==> config.mk <==
export PLATFORM = sky130hd
export DESIGN_NAME = mux_stream_n
export DESIGN_NICKNAME = d
export VERILOG_FILES = /design/src/rtl/mux_stream_n.sv
export SDC_FILE = /design/constraint.sdc
export NUM_CORES = 1
export LEC_CHECK = 0
export CORE_MARGIN = 10
export CORE_UTILIZATION = 30
export CTS_CLUSTER_DIAMETER = 80
export DETAILED_ROUTE_END_ITERATION = 10
export GPL_ROUTABILITY_DRIVEN = 0
export PLACE_DENSITY = 0.68
export SLEW_MARGIN = 20
export SYNTH_ARGS = -nofsm -noshare
export SYNTH_HDL_FRONTEND = slang
export SYNTH_SLANG_ARGS = --single-unit
==> constraint.sdc <==
create_clock -name clk_in -period 2.5 [get_ports clk_in]
set_input_delay 0.5 -clock clk_in [delete_from_list [all_inputs] [get_ports clk_in]]
set_output_delay 0.5 -clock clk_in [all_outputs]
set_load 0.01 [all_outputs]
==> src/rtl/mux_stream_n.sv <==
// -----------------------------------------------------------------------------
// mux_stream_n
// N-channel streaming multiplexer with a single registered output stage.
// A channel is chosen either by sel_in (fixed mode) or round-robin across the
// channels that currently present a beat. The chosen beat is captured into an
// output register that is drained by a downstream valid/ready handshake.
//
// Handshake rule (all ports): a beat moves on a rising clk_in edge when valid
// and ready are both 1 in that cycle. The producer holds data/last stable
// while valid=1 and ready=0. Ready never waits for valid on the same channel,
// except through the grant choice.
//
// Optional feature: define MUX_STREAM_LOCK_EN to enable packet lock. Once a
// channel starts a packet (beat with last=0), it keeps the grant until its
// last beat is accepted. Without the macro, grants are per beat.
//
// Parameters:
//   NUM_CH  number of input channels (>= 2, any value)
//   DATA_W  data width per channel (>= 1)
//   SEL_W   derived select width, do not override
//
// Ports:
//   clk_in       clock, rising edge
//   rst_in       synchronous active-high reset
//   data_in      channel k data at [k*DATA_W +: DATA_W]
//   valid_in     per-channel beat present
//   last_in      per-channel last-of-packet flag
//   ready_out    per-channel accept (one-hot or zero)
//   mode_in      0 = fixed select, 1 = round-robin
//   sel_in       channel used in fixed mode
//   y_data_out   registered output data
//   y_last_out   registered last flag
//   y_ch_out     source channel of the registered beat
//   y_valid_out  output beat valid
//   y_ready_in   downstream ready
// -----------------------------------------------------------------------------
module mux_stream_n #(
   parameter int NUM_CH = 4,
   parameter int DATA_W = 8,
   parameter int SEL_W  = $clog2(NUM_CH)
) (
   input  logic                     clk_in,
   input  logic                     rst_in,
   input  logic [NUM_CH*DATA_W-1:0] data_in,
   input  logic [NUM_CH-1:0]        valid_in,
   input  logic [NUM_CH-1:0]        last_in,
   output logic [NUM_CH-1:0]        ready_out,
   input  logic                     mode_in,
   input  logic [SEL_W-1:0]         sel_in,
   output logic [DATA_W-1:0]        y_data_out,
   output logic                     y_last_out,
   output logic [SEL_W-1:0]         y_ch_out,
   output logic                     y_valid_out,
   input  logic                     y_ready_in
);

   localparam logic [SEL_W:0]   NUM_CH_W = (SEL_W+1)'(NUM_CH);
   localparam logic [SEL_W-1:0] LAST_CH  = SEL_W'(NUM_CH-1);

   // Control state, kept in one struct so checkers can bind to it directly.
`ifdef MUX_STREAM_LOCK_EN
   typedef struct packed {
      logic             lock;
      logic [SEL_W-1:0] lock_ch;
      logic [SEL_W-1:0] rr_ptr;
   } state_t;
`else
   typedef struct packed {
      logic [SEL_W-1:0] rr_ptr;
   } state_t;
`endif

   state_t state_q;
   state_t state_d;

   logic              grant_vld;
   logic [SEL_W-1:0]  grant_ch;
   logic [SEL_W:0]    rr_sum;
   logic              load_ok;
   logic              accept;
   logic [DATA_W-1:0] sel_data;
   logic              sel_last;

   // Output register may take a new beat when empty or being drained now.
   assign load_ok = !y_valid_out || y_ready_in;
   assign accept  = grant_vld && load_ok && !rst_in;

   // ---------------------------------------------------------------------------
   // Grant selection (combinational)
   // ---------------------------------------------------------------------------
   always_comb begin
      grant_vld = 1'b0;
      grant_ch  = '0;
      rr_sum    = '0;
`ifdef MUX_STREAM_LOCK_EN
      if (state_q.lock) begin
         grant_vld = valid_in[state_q.lock_ch];
         grant_ch  = state_q.lock_ch;
      end else
`endif
      if (mode_in) begin
         // Walk from farthest to nearest offset so the channel closest to
         // rr_ptr is the one left standing.
         for (int i = NUM_CH-1; i >= 0; i--) begin
            rr_sum = {1'b0, state_q.rr_ptr} + (SEL_W+1)'(i);
            if (rr_sum >= NUM_CH_W) begin
               rr_sum = rr_sum - NUM_CH_W;
            end
            if (valid_in[rr_sum[SEL_W-1:0]]) begin
               grant_vld = 1'b1;
               grant_ch  = rr_sum[SEL_W-1:0];
            end
         end
      end else if ({1'b0, sel_in} < NUM_CH_W) begin
         // Out-of-range selects (only possible when NUM_CH is not a power
         // of two) grant nothing.
         grant_vld = valid_in[sel_in];
         grant_ch  = sel_in;
      end
   end

   // Data/last of the granted channel.
   always_comb begin
      sel_data = '0;
      sel_last = 1'b0;
      for (int k = 0; k < NUM_CH; k++) begin
         if (grant_ch == SEL_W'(k)) begin
            sel_data = data_in[k*DATA_W +: DATA_W];
            sel_last = last_in[k];
         end
      end
   end

   // ---------------------------------------------------------------------------
   // Control state: register
   // ---------------------------------------------------------------------------
   always_ff @(posedge clk_in) begin
      if (rst_in) begin
         state_q <= '0;
      end else begin
         state_q <= state_d;
      end
   end

   // ---------------------------------------------------------------------------
   // Control state: next-state logic
   // ---------------------------------------------------------------------------
   always_comb begin
      state_d = state_q;
      if (accept) begin
         // Pointer moves past the served channel in both modes.
         state_d.rr_ptr = (grant_ch == LAST_CH) ? '0 : grant_ch + 1'b1;
`ifdef MUX_STREAM_LOCK_EN
         if (state_q.lock) begin
            // While locked the grant is always lock_ch.
            if (sel_last) begin
               state_d.lock = 1'b0;
            end
         end else if (!sel_last) begin
            // First beat of a multi-beat packet; single-beat packets never lock.
            state_d.lock    = 1'b1;
            state_d.lock_ch = grant_ch;
         end
`endif
      end
   end

   // ---------------------------------------------------------------------------
   // Control state: outputs
   // ---------------------------------------------------------------------------
   always_comb begin
      ready_out = '0;
      for (int k = 0; k < NUM_CH; k++) begin
         ready_out[k] = accept && (grant_ch == SEL_W'(k));
      end
   end

   // ---------------------------------------------------------------------------
   // Output register stage
   // ---------------------------------------------------------------------------
   always_ff @(posedge clk_in) begin
      if (rst_in) begin
         y_valid_out <= 1'b0;
         y_data_out  <= '0;
         y_last_out  <= 1'b0;
         y_ch_out    <= '0;
      end else if (accept) begin
         // Also covers drain-and-refill in the same cycle, with no bubble.
         y_valid_out <= 1'b1;
         y_data_out  <= sel_data;
         y_last_out  <= sel_last;
         y_ch_out    <= grant_ch;
      end else if (y_ready_in) begin
         // Drained with nothing new: payload keeps its old value.
         y_valid_out <= 1'b0;
      end
   end

endmodule

==> results.yml <==
clock_network:
  cts.path.max_buffers: 2
  cts_root_buf: "clkbuf_4"
  cts_tree: "built"
  clkTransAtPathRegs_ps: 80
  clkSinkCount: 14
  numCtsBuffers: 3
  h-tree-depth: 1
  clock_latency_ps: 270
synthesis:
  syn_nets: 182
  syn-mean-instance-area_sq_um: 7.41
  yosys_warnings: 0
  synthFlopType: "dfxtp_1"
  synth_top_area_cell: "dfxtp_1"
  ys_seq_area_share_pct: 28.6
  async_flop_share_pct: 0
  yosys-top-cells-area: "dfxtp_1 (29%), nand3b_1 (10%), o21ai_0 (8.2%)"
  syn_inst: 132
  ys_types: 27
  syn_area_sq_um: 978
  synth_edf_count: 0
  ys_ff_latch: 14
  synth_top_area_share_pct: 28.6
cells_and_area:
  drive_gt1_share_pct: 30.8
  finish.utilization_pct: 63.7
  layout_commonest_cell: "clkdlybuf4s50_1"
  diodes: 0
  most-common-layout-cells: "clkdlybuf4s50_1 (50), buf_4 (23), nand3b_1 (13), nor2_1 (13)"
  fin_area_sq_um: 1960
  nets: 265
  syn_to_final_growth_pct: 101
sta:
  drv_slew: 0
  fmax_mhz: 415
  min_period_over_period_pct: 96.3
  period_needed_ps: 2410
  worst_slew_pin_slew_ps: 287
  hold_viol_final: 0
  finalSetupViolations: 0
  fin_skew_ps: 6.79
  setup_ws_ps: 91.5
  slew_headroom_pct: 80.8
  finalSetupTns_ps: 0
  fin_hold_ws_ps: 482
floorplan:
  initial_utilization_pct: 31.8
  core.rowCount: 20
  dieArea_sq_um: 5950
  die_h_um: 77.1
  core_sq_um: 3080
  ios: 62
  die_width_um: 77.1
grt:
  grtUsageMet2_pct: 23.4
  busiest_layer: "met2"
  use_met3_pct: 2.21
  grt_pass1_vias: 1351
  grt_pass1_wl_um: 6600
  grt_max_degree: 28
  grtUsageMet1_pct: 15.5
  overflow: 0
  grt_use_total_pct: 13.0
  antenna_found_initial: 0
placement:
  detailed_place_hpwl_um: 3310
  pre_cts_slack_ps: -829
  io_buffer_count: 61
  place_area_sq_um: 1750
critical_path:
  worst_path_largest_cell_delay_ps: 250
  ff2ff_path_depth: 14
  path_class: "in -> out"
  endpoint_kind: "output port"
  r2r-start: "state_q[0]"
  startpoint_type: "input port"
  arrival_ps: 1910
  crit_fanout: 4
  r2r-end: "y_data_out[6]"
  critPathSlowestCell: "dlygate4sd2_1"
  worstPathCellList: "dlygate4sd2_1 -> nor2b_4 -> a211oi_2 -> o211ai_1 -> o21ai_1 -> buf_4 -> ha_2 -> inv_1 -> nor2_1 -> buf_2"
  r2r_slack_ps: 180
  required_ps: 2000
status:
  status: "complete, no violations"
power_and_ir_drop:
  power_density_nw_per_um2: 486
  ir_worst_vdd_uv: 214
  leakage_nw: 0.779
route:
  vias: 1308
  drc: 0
  first_pass_iters: 4
  avgViaCountPerCell: 5.07
  drt_wl_total_um: 4270
  postRouteAntennaNets: 0
  wl_per_cell_um: 16.5
  detail_route.iter0.violations: 59
flow_run:
  drv_cap: 0
min_path:
  min_from: "y_data_out[1]"
  hold_class: "reg -> reg"
  hold_depth: 2
  min_to: "y_data_out[1]"
critical path: cells and delay by family:
family / cells / cell delay (ps)
buffers and inverters: 4 / 590
AND/OR/NAND/NOR: 2 / 230
adder cells (fa/ha/maj): 1 / 190
AO/OA/AOI/OAI: 3 / 380
what timing repair did:
item                                    4_1_cts  5_1_grt
cloned                                        0        0
gates resized for setup                      37       31
pin swaps                                     3       14
hold buffers                                  0        0
endpoints found under the setup margin       13       13
buffers inserted                              1        5
through the flow:
step / instances / power, mW
global route: 258 / 1.02
CTS: 253 / 0.880
global placement: 248 / 0.693
detailed placement: 248 / 0.709
floorplan: 132 / 0.471
finish: 258 / 0.953
sequential cells by signal (all words and copies together), names as in the netlist:
signal and count:
y_data_out 8, state_q 2, y_ch_out 2, y_last_out 1
y_valid_out 1
synthesized netlist by cell type, types with 2 or more instances:
master,count
nand3b_1,13
nor3_1,8
nand2b_1,4
clkbuf_1,4
buf_2,4
a21oi_1,14
o21a_1,2
dfxtp_1,14
inv_1,7
ha_1,4
nor2_1,13
mux2i_1,2
nand2_1,5
nor2b_1,2
a221oi_1,9
o21ai_0,16
cells by family (layout without fill, tap and decap cells):
logic type,Yosys count,in the layout,share of synthesized area (%)
compound gates,47,47,29.9
fa+ha+maj,4,4,5.12
buf+inv,17,99,7.42
flops,14,14,28.6
mux,2,2,2.05
simple gates,48,48,26.9
layout make-up:
| class | count | area [sq um] |
|---|---|---|
| Timing Repair Buffer | 87 | 795 |
| Tap cell | 44 | 55.1 |
| Fill cell | 272 | 1120 |
| Sequential cell | 14 | 285 |
| Inverter | 8 | 30.0 |
| Multi-Input combinational cell | 101 | 761 |
| Clock buffer | 4 | 36.3 |
report_power, final:
| part | internal, mW | switching [mW] |
|---|---|---|
| clock | 0.0884 | 0.0732 |
| sequential | 0.262 | 0.0239 |
| combinational | 0.280 | 0.225 |
worst max path at each step:
stage,endpoint,from,cells after the start,slack [ps]
detailed placement,y_data_out[7],valid_in[2],14,-830
finish,ready_out[1],sel_in[1],10,90
global placement,ready_out[2],sel_in[1],11,-630
floorplan,ready_out[1],valid_in[0],7,120
global route,ready_out[1],state_q[0],10,-3
CTS,ready_out[3],valid_in[1],11,2
metal layers:
layer / up-vias / share of wire [%] / wire, um
met5: - / 0 / 0
met4: 0 / 1.0 / 44
met3: 6 / 5.6 / 241
met2: 49 / 52 / 2220
met1: 607 / 41 / 1770
li1: 646 / - / -
Note: power is estimated with default switching activity, not from simulation.
==> RTL edit 1 (same settings) <==
Build with the macro `MUX_STREAM_LOCK_EN` defined.
--- a/src/rtl/mux_stream_n.sv
+++ b/src/rtl/mux_stream_n.sv
@@ -36,2 +36,4 @@
 // -----------------------------------------------------------------------------
+`define MUX_STREAM_LOCK_EN
+
 module mux_stream_n #(
Formal check against the unedited RTL: not equivalent (Yosys sat finds a counterexample within 4 cycles, from zero or initial values and one cycle with rst_in high).
==> RTL edit 1 against the unedited design <==
  * Sequential cell count up 3
  * Synthesized cell count increased by 17%
  * Critical endpoint is now state_q[3]$_SDFFE_PP0P_
  * The run now ends with setup timing left
  * Routed wire length increased by 4.6%
  * Power rose by 51%
  * Worst setup slack lost 0.14 ns
  * First-iteration DRC count decreased by 12%
  * Design area is 13% higher
  * Clock skew up 0.0072 ns
  * Non-clock buffer count is 14 higher
  * Synthesized area increased by 17%
  * Clock power grew 28%
==> RTL edit 1: results (changes against the unedited design) <==
share of cells above drive strength 1 33.6% (was 30.8%); Via density 4.91 (was 5.07); Power Internal 913 uW (was 630 uW); clk slew on worst S/H paths 0.06 ns (was 0.08 ns); first-pass GRT wire length 6900 um (was 6600 um); metal3 WL 548 um (was 241 um); final setup fails 2 (was 0); largest net degree at the start of global routing 18 (was 28); Leakage 0.902 nW (was 0.779 nW); Setup WS pre-CTS -0.738 ns (was -0.829 ns); met1 wire length 1890 um (was 1770 um); Mapped Nets 204 (was 182); met1 GRT Util 14.4% (was 15.5%); aggregate global-route resource usage 13.0% (about the same); Least-Margin Pin Slew 0.264 ns (was 0.287 ns); fin nets 298 (was 265); number of fill cells 376 (was 272); final setup margin -0.0506 ns (was 0.0915 ns); vias in the first global route 1,556 (was 1,351); list of most frequent post-synthesis cells 23 x nor2_1, 17 x dfxtp_1, 16 x nor3_1, 11 x a21oi_1, 8 x inv_1 (was 16 x o21ai_0, 14 x a21oi_1, 14 x dfxtp_1, 13 x nand3b_1, 13 x nor2_1); CTS root buffer clkbuf_8 (was clkbuf_4); largest registers y_data_out (8), state_q (5), y_ch_out (2) (was y_data_out (8), state_q (2), y_ch_out (2)); routing usage on met2 21.0% (was 23.4%); R2R Setup Slk -0.01 ns (was 0.18 ns); failing checks setup timing; Post-DP HPWL 3510 um (was 3310 um); status finished with violations (was complete, no violations); Post-Route WL 4470 um (was 4270 um); Max FO, Critical Path 5 (was 4); post-synthesis sequential area ratio 29.6% (was 28.6%)
RTL edit 1: changes by cell type after synthesis, sizes merged, moves of 2 or more:
cell / before / now
a211oi: 1 / 7
a21oi: 15 / 11
a221oi: 9 / 7
a31oi: 0 / 2
and2: 0 / 2
and3: 0 / 2
clkbuf: 4 / 7
dfxtp: 14 / 17
nand3b: 13 / 3
nor2: 13 / 23
nor2b: 2 / 4
nor3: 8 / 16
o21ai: 16 / 8
RTL edit 1: path summary, 6_finish.rpt:
check	startpoint	endpoint
worst min register to register	y_data_out[5]$_SDFFE_PP0P_	y_data_out[5]$_SDFFE_PP0P_
worst max register to register	state_q[1]$_SDFFE_PP0P_	state_q[3]$_SDFFE_PP0P_
worst min-delay path	y_data_out[5]$_SDFFE_PP0P_	y_data_out[5]$_SDFFE_PP0P_
worst max-delay path	valid_in[1]	state_q[3]$_SDFFE_PP0P_
RTL edit 1: timing repair:
item	CTS	global route
pin swaps	10	17
setup endpoints to repair	16	13
setup buffers	3	3
gates resized for setup	47	29
RTL edit 1: worst max-delay path, cell delays in order:
cell,delay [ns]
buf_4,0.14
nor2_2,0.08
a2bb2oi_1,0.17
o21ai_1,0.11
a31oi_2,0.19
buf_4,0.18
inv_6,0.05
ha_4,0.17
a211o_1,0.28
a21oi_2,0.13
a21oi_2,0.05
or3_4,0.41
mux2i_1,0.16
nor2_1,0.06
RTL edit 1: final cells by class:
cell class	count	area share, %
Timing Repair Buffer	101	39.8
Clock buffer	3	1.86
Sequential cell	17	15.6
Clock inverter	1	0.226
Inverter	9	1.75
Tap cell	48	2.71
Multi-Input combinational cell	116	38.1
RTL edit 1: power groups by stage:
stage / Clock [mW] / Combinational [mW] / Sequential, mW
4_1_cts: 0.211 / 0.806 / 0.365
3_3_place_gp: 0 / 0.758 / 0.366
5_1_grt: 0.226 / 0.943 / 0.379
2_1_floorplan: 0 / 0.381 / 0.377
3_5_place_dp: 0 / 0.763 / 0.368
6_report: 0.208 / 0.859 / 0.371
RTL edit 1: through the flow:
| step | std cells | hold slack, ns | utilization (%) | area, um2 | total power, mW |
|---|---|---|---|---|---|
| after detailed placement | 285 | 0.481 | 55.2 | 2040 | 1.13 |
| final | 295 | 0.493 | 60.1 | 2220 | 1.44 |
| after global placement | 285 | 0.477 | 55.2 | 2040 | 1.12 |
| after CTS | 292 | 0.494 | 57.6 | 2130 | 1.38 |
| after floorplan | 154 | 0.473 | - | 1180 | 0.758 |
| after global routing | 295 | 0.514 | 60.1 | 2220 | 1.55 |
RTL edit 1: cells by family (layout without fill, tap and decap cells):
logic type / count (synthesis) / count (layout) / synth area share, %
fa+ha+maj: 4 / 4 / 4.36
mux: 4 / 4 / 4.58
compound gates: 44 / 44 / 26.3
flops: 17 / 17 / 29.6
simple gates: 64 / 64 / 27.9
buf+inv: 21 / 114 / 7.30
==> RTL edit 2 (config.mk and constraints unchanged) <==
Without the edit above. Make the reset (`rst_in`) asynchronous in 2 clocked blocks. Comments in the files are not updated.
--- a/src/rtl/mux_stream_n.sv
+++ b/src/rtl/mux_stream_n.sv
@@ -136,3 +136,3 @@
    // ---------------------------------------------------------------------------
-   always_ff @(posedge clk_in) begin
+   always_ff @(posedge clk_in or posedge rst_in) begin
       if (rst_in) begin
@@ -180,3 +180,3 @@
    // ---------------------------------------------------------------------------
-   always_ff @(posedge clk_in) begin
+   always_ff @(posedge clk_in or posedge rst_in) begin
       if (rst_in) begin
Function: differs if rst_in is asserted again (counterexample within 4 cycles, from zero or initial values and one cycle with rst_in high); with rst_in held inactive, the same outputs for 10 cycles.
==> RTL edit 2 against the unedited design <==
  * Routed wire length decreased by 4.8%
  * Sequential share of layout area grew 3.4 points
  * Synthesized cell count is 1.5% lower
  * Global-route usage shrank 0.45 points
  * Synthesized area up 4.3%
  * Non-clock buffer count shrank 6
  * Design area is 0.57% lower
  * First-iteration DRC count is 17% higher
  * Via count down 5.6%
  * Sequential cell count did not move
  * Power increased by 39%
  * Worst setup slack better by 0.0021 ns
  * Critical path type unchanged
  * Largest cell class unchanged
==> RTL edit 2: results (changes against the unedited design) <==
status complete, no violations (unchanged); vias in the first global route 1,335 (was 1,351); list of most frequent post-synthesis cells 15 x a21oi_1, 14 x dfrtp_1, 14 x nand2_1, 13 x o21ai_0, 12 x nor2_1 (was 16 x o21ai_0, 14 x a21oi_1, 14 x dfxtp_1, 13 x nand3b_1, 13 x nor2_1); Least-Margin Pin Slew 0.549 ns (was 0.287 ns); inverters 11 (was 8); CTS root buffer clkbuf_4 (unchanged); net switching power 496 uW (was 322 uW); Multi-In Gates 98 (was 101); Setup WS pre-CTS -0.634 ns (was -0.829 ns); met1 GRT Util 14.7% (was 15.5%); clock buffers 3 (was 4); fraction of area in multi-input gates 37.7% (was 38.8%); Leakage 0.827 nW (was 0.779 nW); Max VDD drop 0.278 mV (was 0.214 mV); Non-clk bufs 81 (was 87); reg2reg path depth 13 (was 14); router iterations before antenna repair 4 (unchanged); I/O Buffers 61 (unchanged); mux cell area share after synthesis 5.15% (was 2.05%); top cells by area, synth dfrtp_1 34%, a21oi_1 7.4%, a221oi_1 6.9%, o21ai_0 6.4%, nand2_1 5.1% (was dfxtp_1 29%, nand3b_1 10%, o21ai_0 8.2%, a221oi_1 8.1%, a21oi_1 7.2%); adder-cell share of the synthesized area 4.90% (was 5.12%); antenna violations before repair 0 (unchanged); synth unique cells 27 (unchanged); post-synthesis compound-gate area fraction 28.6% (was 29.9%); aggregate global-route resource usage 12.6% (was 13.0%); Mapped Nets 180 (was 182); routing usage on met2 22.5% (was 23.4%); clock skew 0.000750 ns (was 0.00679 ns); FFs & Latches 14 (unchanged); Max FO, Critical Path 4 (unchanged); number of fill cells 323 (was 272); Mean Syn Cell Area 7.85 um2 (was 7.41 um2); ClkCell Share 1.15% (was 1.85%); Post-Route WL 4060 um (was 4270 um); Core Util, Final 58.9% (was 63.7%); sequential cell area share 18.0% (was 14.5%); Synth Area in XOR/XNOR 0% (unchanged); share of cells above drive strength 1 28.5% (was 30.8%); Post-DP HPWL 3120 um (was 3310 um); Async SR Flop Fraction 100% (was 0%); WP data arrival 1.91 ns (about the same); fraction of area in non-clock buffers 38.2% (was 40.5%); Via density 4.88 (was 5.07); Most used DFF post-synth dfrtp_1 (was dfxtp_1); first-pass GRT wire length 6310 um (was 6600 um); DR WL/cell 16.1 um (was 16.5 um); met3 global-route usage 4.10% (was 2.21%); Worst path slowest cell dlygate4sd2_1 (unchanged); 1st-iter DRT viols 69 (was 59); DP Area 1770 um2 (was 1750 um2); crit-path max cell delay about 0.26 ns; fin nets 259 (was 265); post-synthesis sequential area ratio 34.3% (was 28.6%); largest net degree at the start of global routing 25 (was 28)
==> RTL edit 2: cell types whose count changed after synthesis, moves of 2 or more <==
cell,before,now
buf_2,4,2
nand2_1,5,14
nand3b_1,13,3
dfrtp_1,0,14
inv_1,7,10
buf_6,0,2
dfxtp_1,14,0
o21ai_0,16,13
mux2_2,0,2
nand2b_1,4,2
o21ai_1,0,4
==> RTL edit 2: metal layers <==
layer,up-vias,part of all wire (%)
li1,618,-
met1,559,43
met2,54,50
met3,4,6.3
met4,0,0.98
met5,-,0
==> RTL edit 2: power groups by stage <==
| stage | clock network, mW | registers, mW | logic (mW) |
|---|---|---|---|
| final | 0.119 | 0.364 | 0.837 |
| after global routing | 0.133 | 0.374 | 0.915 |
| after CTS | 0.123 | 0.360 | 0.731 |
| after detailed placement | 0 | 0.365 | 0.687 |
| after global placement | 0 | 0.359 | 0.671 |
| after floorplan | 0 | 0.390 | 0.294 |
==> RTL edit 2: final timing paths <==
check | start | endpoint | slack (ns)
worst max-delay path | valid_in[2] | ready_out[1] | 0.09
worst min-delay path | y_data_out[5]$_DFFE_PP0P_ | y_data_out[5]$_DFFE_PP0P_ | 0.49
worst max register to register | state_q[1]$_DFFE_PP0P_ | y_data_out[3]$_DFFE_PP0P_ | 0.15
worst min register to register | y_data_out[5]$_DFFE_PP0P_ | y_data_out[5]$_DFFE_PP0P_ | 0.49
max in group asynchronous | rst_in | y_data_out[0]$_DFFE_PP0P_ | 1.51
min in group asynchronous | rst_in | state_q[1]$_DFFE_PP0P_ | 0.63
==> RTL edit 2: timing repair <==
item | 4_1_cts | 5_1_grt
setup endpoints to repair | 12 | 12
setup buffers | 3 | 2
pin swaps | 3 | 13
gates resized for setup | 32 | 38
